<file path="src/rtl/fpu_ex_scheduler.sv">
// EX-stage sequencer for multi-cycle FPU operations: launches the FPU, holds the
// front of the pipeline and bubbles EX->MEM until the result is due, then steers it in.
//
//   state   | meaning
//   --------+-----------------------------------------------------------
//   ST_IDLE | no FP op in flight; a multi-cycle op in EX launches here
//   ST_RUN  | FPU computing; pipeline held, bubbles into EX->MEM
//   ST_DONE | FPU result due; steered into EX->MEM until MEM accepts it
module fpu_ex_scheduler #(
    parameter int ADD_LAT  = 3,
    parameter int MUL_LAT  = 4,
    parameter int DIV_LAT  = 16,
    parameter int SQRT_LAT = 20,
    parameter int CNT_W    = 5
) (
    input  logic        clk,
    input  logic        reset,
    input  logic        issue_valid_E,
    input  logic [2:0]  fpu_op_E,
    input  logic        mem_stall,
    input  logic        kill,
    output logic        fpu_start,
    output logic        fpu_abort,
    output logic        fpu_ack,
    output logic        stall_F,
    output logic        stall_D,
    output logic        stall_E,
    output logic        bubble_M,
    output logic        result_sel_M,
    output logic        busy,
    output logic [31:0] stall_count
);

    typedef enum logic [1:0] {
        ST_IDLE = 2'd0,
        ST_RUN  = 2'd1,
        ST_DONE = 2'd2
    } state_t;

    localparam logic [CNT_W-1:0] ADD_INIT  = CNT_W'(ADD_LAT - 2);
    localparam logic [CNT_W-1:0] MUL_INIT  = CNT_W'(MUL_LAT - 2);
    localparam logic [CNT_W-1:0] DIV_INIT  = CNT_W'(DIV_LAT - 2);
    localparam logic [CNT_W-1:0] SQRT_INIT = CNT_W'(SQRT_LAT - 2);

    state_t           state, state_nxt;
    logic [CNT_W-1:0] cnt, cnt_nxt;
    logic [CNT_W-1:0] lat_init;
    logic             mc;
    logic             start_c, abort_c, ack_c, stall_c, bubble_c, sel_c;

    always_comb begin
        mc       = 1'b0;
        lat_init = '0;
        case (fpu_op_E)
            3'b010:  begin mc = issue_valid_E; lat_init = ADD_INIT;  end
            3'b011:  begin mc = issue_valid_E; lat_init = MUL_INIT;  end
            3'b100:  begin mc = issue_valid_E; lat_init = DIV_INIT;  end
            3'b101:  begin mc = issue_valid_E; lat_init = SQRT_INIT; end
            default: begin mc = 1'b0;          lat_init = '0;        end
        endcase
    end

    always_ff @(posedge clk or negedge reset) begin
        if (!reset) begin
            state <= ST_IDLE;
            cnt   <= '0;
        end else begin
            state <= state_nxt;
            cnt   <= cnt_nxt;
        end
    end

    always_comb begin
        state_nxt = state;
        cnt_nxt   = cnt;
        start_c   = 1'b0;
        abort_c   = 1'b0;
        ack_c     = 1'b0;
        stall_c   = 1'b0;
        bubble_c  = 1'b0;
        sel_c     = 1'b0;
        if (kill) begin
            abort_c   = (state != ST_IDLE);
            bubble_c  = 1'b1;
            state_nxt = ST_IDLE;
            cnt_nxt   = '0;
        end else begin
            case (state)
                ST_IDLE: begin
                    if (mc && !mem_stall) begin
                        start_c   = 1'b1;
                        stall_c   = 1'b1;
                        bubble_c  = 1'b1;
                        cnt_nxt   = lat_init;
                        state_nxt = ST_RUN;
                    end
                end
                ST_RUN: begin
                    // The FPU keeps running under MEM backpressure, so count regardless.
                    stall_c  = 1'b1;
                    bubble_c = 1'b1;
                    if (cnt == '0) begin
                        state_nxt = ST_DONE;
                    end else begin
                        cnt_nxt = cnt - CNT_W'(1);
                    end
                end
                ST_DONE: begin
                    sel_c = 1'b1;
                    if (!mem_stall) begin
                        ack_c     = 1'b1;
                        state_nxt = ST_IDLE;
                    end
                end
                default: begin
                    state_nxt = ST_IDLE;
                    cnt_nxt   = '0;
                end
            endcase
        end
    end

    // Mealy outputs are gated so everything reads 0 while reset is held.
    assign fpu_start    = reset & start_c;
    assign fpu_abort    = reset & abort_c;
    assign fpu_ack      = reset & ack_c;
    assign stall_F      = reset & stall_c;
    assign stall_D      = reset & stall_c;
    assign stall_E      = reset & stall_c;
    assign bubble_M     = reset & bubble_c;
    assign result_sel_M = reset & sel_c;
    assign busy         = reset & (state != ST_IDLE);

    always_ff @(posedge clk or negedge reset) begin
        if (!reset) begin
            stall_count <= '0;
        end else if (stall_E) begin
            stall_count <= stall_count + 32'd1;
        end
    end

endmodule

</file>
<file path="config.mk">
export PLATFORM = sky130hd
export DESIGN_NAME = fpu_ex_scheduler
export DESIGN_NICKNAME = d
export VERILOG_FILES = /design/src/rtl/fpu_ex_scheduler.sv
export SDC_FILE = /design/constraint.sdc
export NUM_CORES = 1
export LEC_CHECK = 0
export ABC_AREA = 1
export BUFFER_PORTS_ARGS = -buffer_cell sky130_fd_sc_hd__buf_4
export CORE_UTILIZATION = 51
export CTS_CLUSTER_DIAMETER = 80
export DETAILED_ROUTE_END_ITERATION = 16
export PLACE_DENSITY_LB_ADDON = 0.12
export SYNTH_ARGS = -nofsm -noshare
export SYNTH_HDL_FRONTEND = slang
export SYNTH_SLANG_ARGS = --single-unit
</file>
<file path="constraint.sdc">
create_clock -name clk -period 1.6 [get_ports clk]
set_clock_uncertainty 0.1 [all_clocks]
set_input_delay 0.08 -clock clk [delete_from_list [all_inputs] [get_ports clk]]
set_output_delay 0.08 -clock clk [all_outputs]
set_load 0.02 [all_outputs]
</file>
==> results of run 1 <==
## critical path: stages, from the launching register on
cell	delay, ns
dfrtp_1	0.43
inv_2	0.07
nand2_2	0.06
buf_6	0.13
a21boi_4	0.18
buf_12	0.14
buf_8	0.11
## worst min-delay path by stage
stage,to,depth (start not counted),startpoint
6_report,stall_count[5],2,reset
5_1_grt,stall_count[17],2,reset
4_1_cts,stall_count[17],2,reset
3_5_place_dp,stall_count[17],2,reset
3_3_place_gp,stall_count[5],2,reset
2_1_floorplan,cnt[0],0,reset
## cell usage after synthesis, types with 3 or more instances
| cell | number |
|---|---|
| nand2_1 | 192 |
| nor2_1 | 57 |
| inv_1 | 48 |
| dfrtp_1 | 39 |
| nand3_1 | 22 |
| o21ai_0 | 15 |
| nand3b_1 | 10 |
| xor2_1 | 9 |
| nor2_2 | 5 |
| nor3_1 | 4 |
| buf_2 | 3 |
| buf_4 | 3 |
| nand4_1 | 3 |
## per-stage QoR
step / std cells / instance area (µm²)
after CTS: 566 / 3450
after global placement: 552 / 3230
after floorplan: 423 / 2670
final: 579 / 3690
after detailed placement: 552 / 3230
after global routing: 579 / 3690
## cell families (layout without fill, tap and decap cells)
kind of cell,after synthesis,count (layout)
AOI/OAI and AO/OA,18,18
xor gates and xnor gates,11,11
adders and majority gates,2,2
buffers and inverters,56,145
DFF,39,39
and+or+nand+nor,297,297
## state kept, by name, indices dropped and copies added (netlist names)
name / cells
stall_count: 32
cnt: 5
state: 2
## where the power goes
group	internal [µW]	switching, µW	leakage [µW]
clock	394	365	0.0000515
sequential	1060	73.6	0.000518
combinational	297	389	0.00132
total	1750	828	0.00189
## per-layer routing
layer	track usage	wire length (µm)	up-vias
met5	0	0	-
met3	0.0596	508	21
met2	0.496	3800	125
li1	-	-	1468
met1	0.383	3450	1449
met4	0.0943	190	0
## final cells by class
cell class | count | area, µm² | share of cell area
timing repair buffer | 89 | 759 | 0.206
multi-input combinational | 328 | 1580 | 0.428
tap | 67 | 83.8 | 0.0227
sequential | 39 | 990 | 0.268
clock buffer | 8 | 100 | 0.0271
inverter | 48 | 180 | 0.0488
## repair_timing
action	4_1_cts	5_1_grt
endpoints found under the setup margin	20	39
pin swaps	2	14
endpoints found under the hold margin	41	39
gates resized for setup	6	61
gates cloned	2	0
buffers inserted	2	13
==> metrics.yaml, run 1 <==
outcome:
  outcome: "complete, but fails checks"
  violations: "negative hold slack"
global_route:
  grt-ovfl-total: 0
  grt_pass1_vias: 2688
  antenna_found_initial: 0
  grt_max_degree: 41
  grt_pass1_wl_um: 12100
  grt_usage: 0.295
finish:
  final_cell_mix: "182 x nand2_1, 78 x buf_4, 43 x nor2_1, 41 x inv_1, 28 x dfrtp_1"
  mostFrequentLayoutCell: "nand2_1"
  nNetsFinal: 521
  syn_to_final_growth_pct: 38.7
  fillCellCount: 379
  diodes: 0
  drive_gt1_frac: 0.293
  utilization: 0.757
clock_tree:
  cts_tree: "built"
  clk_pin_slew_ns: 0.08
  clock-sinks: 39
  insertion_delay_ns: 0.30
  ctsLongestPathBuffers: 2
  cts-root-buf: "clkbuf_8"
  cts_buffers: 5
  htreeDepth: 2
  cts_hold_buf: 2
placed_design:
  io_buffers: 48
  globalplace.congestion: 0.885
  dpl.hpwl_um: 5290
  pre_cts_ws_ns: -0.0725
routing:
  wirelength_um: 7950
  ant_nets: 0
  drtIter0Drc: 258
  drtPass1Iterations: 6
  num_vias: 3063
  wl_per_cell_um: 13.7
  drt-vias-per-instance: 5.29
  drcViolationCount: 0
timing:
  max_slew.worst_pin.slew_ns: 0.521
  maxSlewHeadroom: 0.653
  period_share: 0.999
  timing_hold_violations_final: 40
  finalSetupViolCount: 0
  maxSlewViolCount: 0
  hold-worst-slack_ns: -0.256
  setup-tns-final_ns: 0
  fin_ws_ns: 0.00198
  rsz0062_at_grt: "yes"
  max_freq_ghz: 0.626
  period_needed_ns: 1.60
yosys:
  muxShareOfSynthArea: 0
  synthFlopType: "dfrtp_1"
  synth_top_family_by_area: "simple AND/OR/NAND/NOR gates"
  synthAdderAreaFrac: 0.00940
  syn_area_mm2: 0.00266
  yosysWarnings: 0
  synth_cells: 423
  ys_seq_elements: 39
  synth_area_per_cell_um2: 6.29
  synth_simple_gate_area_frac: 0.461
  synthDistinctLibCells: 21
  synth_compound_area_frac: 0.0362
  ys_seq_area_frac: 0.367
  synth_top_area_frac: 0.367
  synthTopCellsByArea: "dfrtp_1 37%, nand2_1 27%, nor2_1 8.0%"
  synth-xor-area-share: 0.0362
  synthArstFlopShare: 1.00
  synth_edf_count: 0
  synth.largest_area_cell: "dfrtp_1"
  synth_fp_nets: 433
power_and_ir_drop:
  power.density_mw_per_mm2: 697
  p_leak_uw: 0.00189
  total_power_uw: 2570
  ir_drop_mv: 0.460
run:
  cap_violations: 0
worst_setup_path:
  r2r_setup_slack_ns: 0.01
  endpoint: "stall_F"
  cp.required_ns: 1.42
  cp.arrival_ns: 1.42
  reg2regPathDepth: 10
  path_class: "register to primary output"
  worstSetupEndpointType: "primary output"
  r2r_end: "cnt[0]"
  r2r_start: "state[1]"
  critPathLaunch: "state[1]"
  crit_path_max_fanout: 4
  worst_setup_path_start_kind: "register"
floorplanning:
  start_util: 0.546
  die_w_um: 74.3
  core_area_mm2: 0.00488
  num_rows: 25
  dieArea_mm2: 0.00551
  die_h_um: 74.3
  ioPinCount: 49
min_path:
  holdCritPathClass: "input port to async pin"
(Power assumes the default switching activity.)
==> run 2: changes to the inputs <==
Settings changed: ABC_AREA 1 to not set, CORE_UTILIZATION 51 to 35, SKIP_CTS_REPAIR_TIMING set to 1.
==> run 2 against run 1 <==
  * The run ends with negative setup slack left
  * Clock-buffer cell count decreased by 1
  * Utilization down 12 points
  * Die area is 18% higher
  * Flip-flop and latch count stayed put
  * Register-to-register slack worse by 0.20 ns
  * First-iteration DRC count decreased by 72%
  * Combinational power up 21%
  * Setup slack lost 0.20 ns
  * Via count decreased by 32%
  * Hold slack better by 0.28 ns
  * Global-route usage shrank 11 points
  * Critical endpoint is now stall_E
==> metrics.yaml, run 2 <==
outcome:
  outcome: "complete, but fails checks"
  violations: "negative setup slack"
finish:
  diodes: 0  # unchanged
  final_cell_mix: "106 x buf_4, 23 x dfrtp_2, 16 x dfrtp_1, 15 x xor2_1, 15 x xnor2_1"
  reg_top3: "stall_count (32), cnt (5), state (2)"
  drive_gt1_frac: 0.623  # +0.331
  fin_cells: 407  # -30%
  largest_reg_flops: 32  # unchanged
  mostFrequentLayoutCell: "buf_4"
  design_area_mm2: 0.00378  # +2.3%
  fillCellCount: 495  # +31%
  nNetsFinal: 341  # -35%
  syn_to_final_growth_pct: 75.0
  top_register: "stall_count"
timing:
  setup-tns-final_ns: -4.64  # -4.64 ns
  finalSetupViolCount: 41  # +41
  maxSlewViolCount: 0  # unchanged
  rsz0062_at_grt: "yes"
  fin_ws_ns: -0.200  # -0.202 ns
  timing_hold_violations_final: 0  # -100%
  maxSlewHeadroom: 0.678  # +0.0258
  period_needed_ns: 1.80  # +0.202 ns
  max_slew.worst_pin.slew_ns: 0.481  # -0.0403 ns
  max_freq_ghz: 0.555  # -11%
  period_share: 1.13  # +0.126
worst_setup_path:
  cp.required_ns: 1.42  # about the same
  path_class: "register to primary output"
  crit_path_max_fanout: 7  # +3
  cp.arrival_ns: 1.62  # +0.20 ns
  worstSetupEndpointType: "primary output"
  worst_setup_path_start_kind: "register"
global_route:
  grt_pass1_wl_um: 9030  # -26%
  grt_pass1_vias: 1881  # -30%
  grt_max_degree: 22  # -46%
  grt-ovfl-total: 0  # unchanged
  grt_usage: 0.181  # -0.115
  antenna_found_initial: 0  # unchanged
yosys:
  synth_edf_count: 0  # unchanged
  yosysMostFrequentCell: "dfrtp_1"
  synth_common_cells: "39 x dfrtp_1, 17 x xnor2_1, 15 x xor2_1"
  synthFlopType: "dfrtp_1"
  syn_area_mm2: 0.00216  # -19%
  synth_fp_nets: 218  # -50%
  synthDistinctLibCells: 42  # +100%
  synth_area_per_cell_um2: 10.4  # +65%
  synth_cells: 208  # -51%
  synthArstFlopShare: 1.00  # unchanged
  synth_top_area_frac: 0.452  # +0.0856
  ys_seq_area_frac: 0.452  # +0.0856
  yosysWarnings: 0  # unchanged
  synth.largest_area_cell: "dfrtp_1"
  ys_seq_elements: 39  # unchanged
  synthTopCellsByArea: "dfrtp_1 45%, xnor2_1 6.9%, xor2_1 6.1%"
min_path:
  holdCritPathClass: "input port to register"
clock_tree:
  cts_buffers: 5  # unchanged
  cts-root-buf: "clkbuf_8"
  clock-sinks: 39  # unchanged
  insertion_delay_ns: 0.29  # about the same
  clk_pin_slew_ns: 0.08  # about the same
  ctsLongestPathBuffers: 2  # unchanged
  htreeDepth: 2  # unchanged
  cts_tree: "built"
floorplanning:
  start_util: 0.365  # -0.181
  ioPinCount: 49  # unchanged
  num_rows: 28  # +12%
  core_area_mm2: 0.00592  # +21%
  dieArea_mm2: 0.00648  # +18%
  die_h_um: 80.5  # +8.4%
  die_w_um: 80.5  # +8.4%
placed_design:
  io_buffers: 48  # unchanged
  pre_cts_ws_ns: -0.177  # -0.104 ns
  dpl.cell_count: 381  # -31%
  placed_area_mm2: 0.00312  # -3.4%
  dpl.hpwl_um: 4150  # -22%
  globalplace.congestion: 0.761  # -14%
routing:
  drtIter0Drc: 73  # -72%
  num_vias: 2075  # -32%
  ant_nets: 0  # unchanged
  wl_met1_um: 2680  # -22%
  route.met3.wl_um: 230  # -55%
  drtPass1Iterations: 4  # -2
  met2_length_um: 3090  # -19%
  wirelength_um: 6100  # -23%
  drcViolationCount: 0  # unchanged
  top_layer: "met4"
  drt-vias-per-instance: 5.10  # -3.6%
  wl_per_cell_um: 15.0  # +9.0%
power_and_ir_drop:
  power.density_mw_per_mm2: 691  # -0.94%
  ir_drop_mv: 0.646  # +40%
  p_leak_uw: 0.00181  # -4.4%
run:
  cap_violations: 0  # unchanged
## run 2: layout make-up
| type | count | area (µm²) | area share |
|---|---|---|---|
| Clock inverter | 1 | 5.00 | 0.00133 |
| Tap cell | 75 | 93.8 | 0.0249 |
| Multi-Input combinational cell | 156 | 1570 | 0.417 |
| Sequential cell | 39 | 1000 | 0.266 |
| Inverter | 6 | 22.5 | 0.00596 |
| Clock buffer | 7 | 76.3 | 0.0202 |
| Timing Repair Buffer | 123 | 1000 | 0.265 |
## run 2: worst max-delay path: stages (launching register included)
cell and delay (ns):
dfrtp_2 0.47, nor3b_4 0.32, a21oi_4 0.16, nor2_4 0.23, buf_6 0.15
## run 2: worst paths after layout
path	start	end	slack [ns]	cells past startpoint
max in group asynchronous	reset	stall_count[20]	0.38	4
min in group asynchronous	reset	stall_count[16]	0.36	3
worst min-delay path	mem_stall	state[1]	0.02	3
worst min register to register	stall_count[30]	stall_count[30]	0.39	1
worst max register to register	stall_count[1]	stall_count[31]	-0.19	4
worst max-delay path	state[1]	stall_E	-0.20	4
## run 2: logic make-up (layout without fill, tap and decap cells)
kind of cell | Yosys count | count (layout) | synth area share
AND/OR/NAND/NOR | 99 | 99 | 0.300
buffers and inverters | 13 | 137 | 0.0272
AO/OA/AOI/OAI | 22 | 22 | 0.0742
adder cells (fa/ha/maj) | 2 | 2 | 0.0116
flip-flops | 39 | 39 | 0.452
XOR/XNOR | 32 | 32 | 0.130
multiplexers | 1 | 1 | 0.00522
## run 2: through the flow
step           hold WS (ns)  power [µW]  utilization
2_1_floorplan        -0.316        1420            -
3_3_place_gp        -0.0316        1730        0.526
3_5_place_dp        -0.0369        1740        0.526
4_1_cts              -0.355        2410        0.540
5_1_grt              0.0273        2760        0.638
6_report             0.0221        2610        0.638
## run 2: report_power, final
part | switching [µW] | internal (µW) | leakage (µW)
Sequential | 78.9 | 1050 | 0.000492
Clock | 347 | 306 | 0.0000422
Combinational | 404 | 425 | 0.00128
## run 2: per-layer routing
metal	vias up	track usage
met1	1011	0.237
met5	-	0
met2	43	0.299
li1	1012	-
met4	0	0.0536
met3	9	0.0330
==> run 3: changes to the inputs <==
Settings changed: CAP_MARGIN set to 10, GPL_TIMING_DRIVEN set to 0.
==> run 3 against run 2 <==
  * The run still ends with negative setup slack left
  * Global-route usage decreased by 0.44 points
  * Register-to-register slack worse by 0.05 ns
  * Wire length grew 1.5%
  * Design area down 5.9%
  * Power rose by 11%
  * Critical path depth rose by 1
  * Critical path type unchanged
  * Largest cell class unchanged
  * Largest power group unchanged
  * Highest routed layer unchanged
==> metrics.yaml, run 3 (synthesized netlist as in run 2, its figures left out) <==
min_path:
  worstHoldStart: "fpu_op_E[1]"
  whs_path_depth: 3  # unchanged
  hold_path_end: "cnt[0]"
  holdCritPathClass: "input port to register"
global_route:
  antenna_found_initial: 0  # unchanged
  grt_pass1_vias: 1747  # -7.1%
  grt-ovfl-total: 0  # unchanged
  grt_max_degree: 48  # +120%
  grt_usage: 0.176  # -0.00441
  grt_pass1_wl_um: 8730  # -3.3%
timing:
  max_freq_ghz: 0.534  # -3.9%
  period_share: 1.17  # +0.0461
  timing_hold_violations_final: 0  # unchanged
  max_slew.worst_pin.slew_ns: 0.594  # +0.114 ns
  maxSlewHeadroom: 0.603  # -0.0749
  finalSetupViolCount: 39  # -4.9%
  maxSlewViolCount: 0  # unchanged
  rsz0062_at_grt: "yes"
  fin_ws_ns: -0.274  # -0.0737 ns
  period_needed_ns: 1.87  # +0.0737 ns
clock_tree:
  clk_pin_slew_ns: 0.08  # about the same
  cts_buffers: 5  # unchanged
  cts-root-buf: "clkbuf_8"
  clock-sinks: 39  # unchanged
  ctsLongestPathBuffers: 2  # unchanged
  cts_tree: "built"
  htreeDepth: 2  # unchanged
  insertion_delay_ns: 0.30  # about the same
floorplanning:
  core_area_mm2: 0.00592  # unchanged
  dieArea_mm2: 0.00648  # unchanged
  num_rows: 28  # unchanged
  die_h_um: 80.5  # unchanged
  ioPinCount: 49  # unchanged
  die_w_um: 80.5  # unchanged
  start_util: 0.365  # unchanged
finish:
  utilization: 0.600  # -0.0376
  mostFrequentLayoutCell: "buf_4"
  fillCellCount: 492  # -0.61%
  drive_gt1_frac: 0.582  # -0.0413
  largest_reg_flops: 32  # unchanged
  regArea_mm2: 0.00100  # unchanged
  syn_to_final_growth_pct: 64.6
  reg_top3: "stall_count (32), cnt (5), state (2)"
  fin_cells: 379  # -6.9%
  multiInputGateArea_mm2: 0.00152  # -3.7%
  top_register: "stall_count"
  design_area_mm2: 0.00355  # -5.9%
  diodes: 0  # unchanged
  nNetsFinal: 313  # -8.2%
  final_cell_mix: "77 x buf_4, 23 x dfrtp_2, 17 x xnor2_1, 16 x dfrtp_1, 14 x xor2_1"
power_and_ir_drop:
  p_leak_uw: 0.00166  # -8.5%
  power.density_mw_per_mm2: 814  # +18%
  ir_drop_mv: 0.561  # -13%
  total_power_uw: 2890  # +11%
outcome:
  violations: "negative setup slack"
  outcome: "complete, but fails checks"
placed_design:
  dpl.cell_count: 331  # -13%
  placed_area_mm2: 0.00273  # -12%
  io_buffers: 48  # unchanged
  dpl.hpwl_um: 3630  # -12%
  globalplace.congestion: 0.780  # +2.5%
worst_setup_path:
  path_class: "register to primary output"
  crit_path_max_fanout: 7  # unchanged
  r2r_setup_slack_ns: -0.24  # -0.05 ns
  r2r_end: "stall_count[12]"
  worst_setup_path_start_kind: "register"
  reg2regPathDepth: 8  # +4
  cp.required_ns: 1.42  # about the same
  critPathLaunch: "state[1]"
  worstSetupEndpointType: "primary output"
  cp.arrival_ns: 1.69  # +0.07 ns
  r2r_start: "stall_count[1]"
routing:
  ant_nets: 0  # unchanged
  wl_per_cell_um: 16.3  # +9.0%
  wirelength_um: 6190  # +1.5%
  drt-vias-per-instance: 5.23  # +2.7%
  drtPass1Iterations: 4  # unchanged
  num_vias: 1984  # -4.4%
  drcViolationCount: 0  # unchanged
  drtIter0Drc: 83  # +14%
run:
  cap_violations: 0  # unchanged
## run 3: cell types whose count changed in the layout (fill, tap and decap cells not counted), sizes merged
cell	change
buf	-30
bufinv	+2
a32oi	+1
clkinv	-1
clkinvlp	+1
dlygate4sd3	-1
## run 3: worst max path at each step
stage                       to  slack [ns]
2_1_floorplan  stall_count[24]       -0.21
3_3_place_gp   stall_count[22]       -0.65
3_5_place_dp   stall_count[16]       -0.65
4_1_cts        stall_count[16]       -0.38
5_1_grt        stall_count[12]       -0.36
6_report               stall_E       -0.27
## run 3: routing by layer
| metal | wire [µm] | GRT usage | share of wire |
|---|---|---|---|
| met5 | 0 | 0 | 0 |
| met4 | 56 | 0.0482 | 0.0090 |
| met3 | 195 | 0.0375 | 0.032 |
| met2 | 3190 | 0.286 | 0.51 |
| met1 | 2750 | 0.236 | 0.44 |
## run 3: critical path, cell delays in order (launching register included)
cell and delay, ns:
dfrtp_2 0.49, nor3b_4 0.30, a21oi_4 0.13, nor2_4 0.21, buf_4 0.14, buf_4 0.12
## run 3: where the power goes
part | switching [µW] | internal [µW] | leakage, µW
Clock | 386 | 622 | 0.0000644
Sequential | 103 | 1050 | 0.000492
Combinational | 366 | 371 | 0.00110
Total | 854 | 2040 | 0.00166
## run 3: per-stage QoR
step	setup WS, ns	hold slack [ns]	TNS (ns)
floorplan	-0.215	-0.316	-1.68
global placement	-0.655	0.0183	-11.17
detailed placement	-0.650	0.0175	-11.88
CTS	-0.385	-0.303	-10.14
global route	-0.363	0.0367	-8.75
finish	-0.274	0.0248	-5.28
## run 3: area by class of cell
| type | instances | share of cell area |
|---|---|---|
| Inverter | 6 | 0.00634 |
| Clock buffer | 5 | 0.0194 |
| Buffer | 7 | 0.0155 |
| Timing Repair Buffer | 87 | 0.204 |
| Multi-Input combinational cell | 157 | 0.426 |
| Tap cell | 75 | 0.0264 |
| Sequential cell | 39 | 0.283 |
| Clock inverter | 3 | 0.0190 |
